--- config.mk ---
export PLATFORM = sky130hd
export DESIGN_NAME = csr_access_unit
export DESIGN_NICKNAME = d
export VERILOG_FILES = /design/src/rtl/csr_access_unit.sv
export SDC_FILE = /design/constraint.sdc
export NUM_CORES = 1
export LEC_CHECK = 0
export CORE_ASPECT_RATIO = 1.4
export CORE_MARGIN = 2
export CORE_UTILIZATION = 35
export DETAILED_ROUTE_END_ITERATION = 12
export DONT_BUFFER_PORTS = 1
export PLACE_DENSITY = 0.5
export SYNTH_ARGS = -nofsm -noshare
export SYNTH_HDL_FRONTEND = slang
export SYNTH_SLANG_ARGS = --single-unit
--- constraint.sdc ---
create_clock -name clk -period 1.7 [get_ports clk]
set_clock_uncertainty 0.1 [all_clocks]
set_input_delay 0.34 -clock clk [delete_from_list [all_inputs] [get_ports clk]]
set_output_delay 0.34 -clock clk [all_outputs]
set_load 0.02 [all_outputs]
--- src/rtl/csr_access_unit.sv ---
// csr_access_unit: Zicsr read-modify-write sequencer driving the sysreg CSR port.
// Define CSR_PRIV_CHECK_EN to flag accesses above the current privilege level as illegal.
module csr_access_unit #(
    parameter int XLEN   = 32,
    parameter int ADDR_W = 12
) (
    input  logic              clk,
    input  logic              rst,
    input  logic              req_valid,
    output logic              req_ready,
    input  logic [2:0]        funct3,
    input  logic [ADDR_W-1:0] csr_addr,
    input  logic [XLEN-1:0]   rs1_data,
    input  logic              rs1_zero,
    input  logic [4:0]        zimm,
    input  logic [1:0]        priv,
    output logic [ADDR_W-1:0] csraddr,
    output logic              csrrw,
    output logic [XLEN-1:0]   csrindata,
    input  logic [XLEN-1:0]   csroutdata,
    output logic              rd_valid,
    output logic [XLEN-1:0]   rd_data,
    output logic              illegal
);
    localparam logic [1:0] IDLE = 2'd0, READ = 2'd1, WRITE = 2'd2, DONE = 2'd3;
    logic [1:0]        state_q, state_d;
    logic [ADDR_W-1:0] addr_q, addr_d;
    logic [2:0]        f3_q, f3_d;
    logic [XLEN-1:0]   rs1_q, rs1_d, old_q, old_d, newval_q, newval_d;
    logic [4:0]        zimm_q, zimm_d;
    logic              rs1z_q, rs1z_d, wen_q, wen_d, ill_q, ill_d;
    logic [XLEN-1:0]   src, newval;
    logic              accept, wen, ill, priv_ill;
    assign accept = state_q == IDLE && req_valid;
`ifdef CSR_PRIV_CHECK_EN
    logic [1:0] priv_q, priv_d;
    assign priv_d   = accept ? priv : priv_q;
    assign priv_ill = priv_q < addr_q[9:8];
    always_ff @(posedge clk or negedge rst) begin
        if (!rst) priv_q <= '0;
        else      priv_q <= priv_d;
    end
`else
    logic unused_priv;
    assign unused_priv = ^priv;
    assign priv_ill    = 1'b0;
`endif
    assign src    = f3_q[2] ? {{(XLEN-5){1'b0}}, zimm_q} : rs1_q;
    assign newval = f3_q[1:0] == 2'b01 ? src
                  : f3_q[1:0] == 2'b10 ? csroutdata | src
                  : csroutdata & ~src;
    assign wen    = f3_q[1:0] == 2'b01 ? 1'b1 : f3_q[2] ? |zimm_q : !rs1z_q;
    // addr[11:10]==11 is the read-only CSR space
    assign ill    = f3_q[1:0] == 2'b00 || (wen && addr_q[11:10] == 2'b11) || priv_ill;
    always_comb begin
        state_d  = state_q == IDLE ? (req_valid ? READ : IDLE)
                 : state_q == READ ? WRITE
                 : state_q == WRITE ? DONE : IDLE;
        addr_d   = accept ? csr_addr : addr_q;
        f3_d     = accept ? funct3 : f3_q;
        rs1_d    = accept ? rs1_data : rs1_q;
        rs1z_d   = accept ? rs1_zero : rs1z_q;
        zimm_d   = accept ? zimm : zimm_q;
        old_d    = state_q == READ ? csroutdata : old_q;
        newval_d = state_q == READ ? newval : newval_q;
        wen_d    = state_q == READ ? wen : wen_q;
        ill_d    = state_q == READ ? ill : ill_q;
    end
    always_ff @(posedge clk or negedge rst) begin
        if (!rst) begin
            state_q  <= IDLE;
            addr_q   <= '0;
            f3_q     <= '0;
            rs1_q    <= '0;
            rs1z_q   <= 1'b0;
            zimm_q   <= '0;
            old_q    <= '0;
            newval_q <= '0;
            wen_q    <= 1'b0;
            ill_q    <= 1'b0;
        end else begin
            state_q  <= state_d;
            addr_q   <= addr_d;
            f3_q     <= f3_d;
            rs1_q    <= rs1_d;
            rs1z_q   <= rs1z_d;
            zimm_q   <= zimm_d;
            old_q    <= old_d;
            newval_q <= newval_d;
            wen_q    <= wen_d;
            ill_q    <= ill_d;
        end
    end
    // outputs decode straight from state so reset clears the strobe without a clock
    assign req_ready = state_q == IDLE;
    assign csraddr   = addr_q;
    assign csrrw     = state_q == WRITE && wen_q && !ill_q;
    assign csrindata = state_q == WRITE ? newval_q : '0;
    assign rd_valid  = state_q == DONE;
    assign rd_data   = rd_valid && !ill_q ? old_q : '0;
    assign illegal   = rd_valid && ill_q;
endmodule

==> summary.md <==
| Metric | Value |
|---|---|
| CTS root buf | `clkbuf_16` |
| Post-route DRC | `0` |
| Highest Clock Rate | `492 MHz` |
| Num rows | `55` |
| M1 WL | `6.71 mm` |
| Diode count | `0` |
| Drt pass-1 iters | `4` |
| Nets | `690` |
| Avg WL per Cell | `21.4 microns` |
| Die width | `112 microns` |
| Cells after synthesis | `460` |
| Slew Limit Fails | `0` |
| Worst setup path startpoint | `state_q[0]` |
| GPL Wtd Cong | `between 0.7 and 0.8` |
| CTS Buf Count | `17` |
| Vias in the first global route | `4,444` |
| Met2 WL | `around 9 mm` |
| Placed cell count | `655` |
| Hold WC Path Type | `in -> async` |
| Port bufs | `0` |
| Crit path kind | `reg -> out` |
| ANT nets after route | `0` |
| Final hold vios | `~120` |
| Final total power | `roughly 17,000 uW` |
| Hold buffers post-CTS | `85` |
| Pre-CTS WS | `-0.0354 ns` |
| Core Box Area | `0.0160 sq mm` |
| Worst setup EP type | `primary output` |
| CP max FO | `10` |
| Fillers | `1,349` |
| Clock sinks | `121` |
| FF-to-FF End | `f3_q[0]` |
| Post-route minimum period | `2.03 ns` |
| Detailed Place HPWL | `9.50 mm` |
| Htree depth | `4` |
| Crit share post-route | `120%` |
| Yosys warning count | `0` |
| # IOs | `170` |
| Maxcap violations | `0` |
| Highest metal used | `met4` |
| R2r setup slk | `-0.07 ns` |
| P_leak | `0.00393 uW` |
| Via density | `5.09` |
| Cell area power density | `2000 mW/mm^2` |
| Grt ovf | `0` |
| Syn Nets | `555` |
| R2R depth | `8` |
| Worst skew pair latency | `around 0.41 ns` |
| Area grow syn2layout | `52.6%` |
| Post-synthesis sequential area ratio | `53.1%` |
| Share of cells above drive strength 1 | `46.8%` |
| RSZ-0062 raised after global routing | `yes` |
| WL final | `17.2 mm` |
| Maximum VDD drop | `around 1 mV` |
| Syn Area/Cell | `about 12 sq um` |
| CTS tree | `done` |
| Mapped cell area | `0.00570 sq mm` |
| Failing checks | `hold timing, setup timing` |
| Initial Util | `between 30% and 40%` |
| Distinct cell type count of the synthesized netlist | `29` |
| # setup viols final | `164` |
| Max-slew headroom | `between 70% and 80%` |
| DRT iter0 DRCs | `157` |
| Worst-margin pin slew | `0.352 ns` |
| Worst path required time | `1.26 ns` |
| WL met3 | `between 1 and 1.5 mm` |
| Setup_tns | `-20.85 ns` |
| Layout Cells excl Fill | `806` |
| Initial antenna violation count | `0` |
| GRT Resource Usage Total | `18.1%` |
| Reg2reg start | `state_q[1]` |
| Hold WS | `-0.479 ns` |
| Worst-path clk slew | `0.05 ns` |
| WP data arrival | `1.59 ns` |
| Worst setup SP type | `register` |
| CTS max path bufs | `2` |
| Final setup margin | `-0.332 ns` |
| Register bit count reported by yosys | `121` |
| Top post-synthesis cells by area | `dfrtp_1 (53%), mux2_2 (18%), and2_1 (7.1%)` |
| Yosys top cell area share | `around 53%` |
| Cell taking the most area after synthesis | `dfrtp_1` |
| Via count | `between 4,000 and 5,000` |
| Die footprint | `0.0173 sq mm` |
| Status | `complete, but fails checks` |
| Die Height | `155 microns` |
| First-pass GRT wire length | `24.2 mm` |
| Pin count of the biggest net entering global routing | `approximately 120` |
==> how the worst max path moves through the flow <==
stage          slack, ns          end  cells after the start
3_3_place_gp        0.01  rd_data[31]                      5
3_5_place_dp       -0.04  rd_data[31]                      5
2_1_floorplan      -0.04  rd_data[10]                      4
5_1_grt            -0.40  rd_data[26]                      4
4_1_cts            -0.36  rd_data[26]                      4
6_report           -0.33  rd_data[26]                      4
==> cell usage after synthesis, drive strengths merged <==
| library cell | n |
|---|---|
| a21boi | 1 |
| a31oi | 1 |
| and2 | 65 |
| and3 | 1 |
| buf | 18 |
| clkbuf | 11 |
| dfrtp | 121 |
| ha | 5 |
| inv | 33 |
| mux2 | 90 |
| nand2 | 2 |
| nand2b | 33 |
| nand3 | 10 |
| nand3b | 1 |
| nor2 | 1 |
| nor2b | 1 |
| o2111ai | 1 |
| o211ai | 6 |
| o21ai | 27 |
| o21bai | 1 |
| o221ai | 27 |
| o22ai | 1 |
| o32ai | 1 |
| or4b | 1 |
| xor2 | 1 |
==> per-stage QoR <==
step,utilization [%],hold WS (ns),cell area (sq um)
finish,54.3,-0.479,8700
global route,54.3,-0.508,8700
CTS,49.7,-0.511,7970
detailed placement,38.4,-0.0525,6150
global placement,38.4,-0.0525,6150
floorplan,-,-0.0556,5750
==> cell usage in the layout, fill, tap and decap left out, types with 2 or more instances in the layout <==
master,netlist,layout
dfrtp_1,121,121
nand2b_1,33,32
buf_8,0,2
buf_12,0,12
dlygate4sd3_1,0,85
nand3_1,10,9
clkbuf_16,0,31
clkinvlp_4,0,2
clkinv_2,0,5
o221ai_4,0,2
bufinv_16,0,2
o211ai_1,6,6
mux2_4,0,66
nand2_8,0,2
buf_6,2,16
inv_1,33,31
ha_4,0,3
clkbuf_1,11,4
and2_2,0,20
buf_4,1,14
mux2_2,90,24
o21ai_0,27,27
o221ai_2,20,25
and2_4,0,45
==> state kept, by name, indices dropped and copies added, names as in the netlist, 2 cells and up <==
signal	flops
newval_q	32
old_q	32
rs1_q	32
csraddr	12
zimm_q	5
f3_q	3
state_q	2
==> cell type report <==
class / instances / area (sq um) / area share, %
Clock buffer: 22 / 454 / 5.22
Inverter: 33 / 129 / 1.48
Multi-Input combinational cell: 278 / 2960 / 34.0
Clock inverter: 9 / 100 / 1.15
Timing Repair Buffer: 144 / 1780 / 20.5
Tap cell: 199 / 249 / 2.86
Sequential cell: 121 / 3030 / 34.8
==> timing repair <==
| action | 4_1_cts | 5_1_grt |
|---|---|---|
| hold endpoints to repair | 211 | 121 |
| setup buffers | 7 | 13 |
| cloned | 2 | 17 |
| setup endpoints to repair | 95 | 165 |
| gates resized for setup | 135 | 69 |
| pin swaps | 14 | 10 |
==> metal layers <==
| layer | vias to the layer above | GRT usage [%] |
|---|---|---|
| li1 | 1857 | - |
| met1 | 2067 | 21.6 |
| met2 | 152 | 30.6 |
| met3 | 26 | 5.49 |
| met4 | 0 | 7.52 |
| met5 | - | 0 |
==> power breakdown <==
group          switching [uW]  total (uW)  internal (uW)  leakage, uW
clock network            1270        3440           2170     0.000270
registers                1080        5430           4350      0.00145
logic                    3780        8570           4800      0.00221
total                    6120       17400          11300      0.00393
==> critical path: stages, from the launching register on <==
cell	delay (ns)
dfrtp_1	0.39
ha_2	0.19
nor2b_4	0.17
buf_4	0.19
and2_2	0.23
==> cells by family (layout without fill, tap and decap cells) <==
family          Yosys count  after routing  share of synthesized area [%]
compound gates           66             66                           10.4
xor+xnor                  1              1                          0.285
fa+ha+maj                 5              5                           1.10
buf+inv                  62            208                           4.74
flops                   121            121                           53.1
mux                      90             90                           17.8
simple gates            115            116                           12.6
Power figures use the tool's default switching activity.
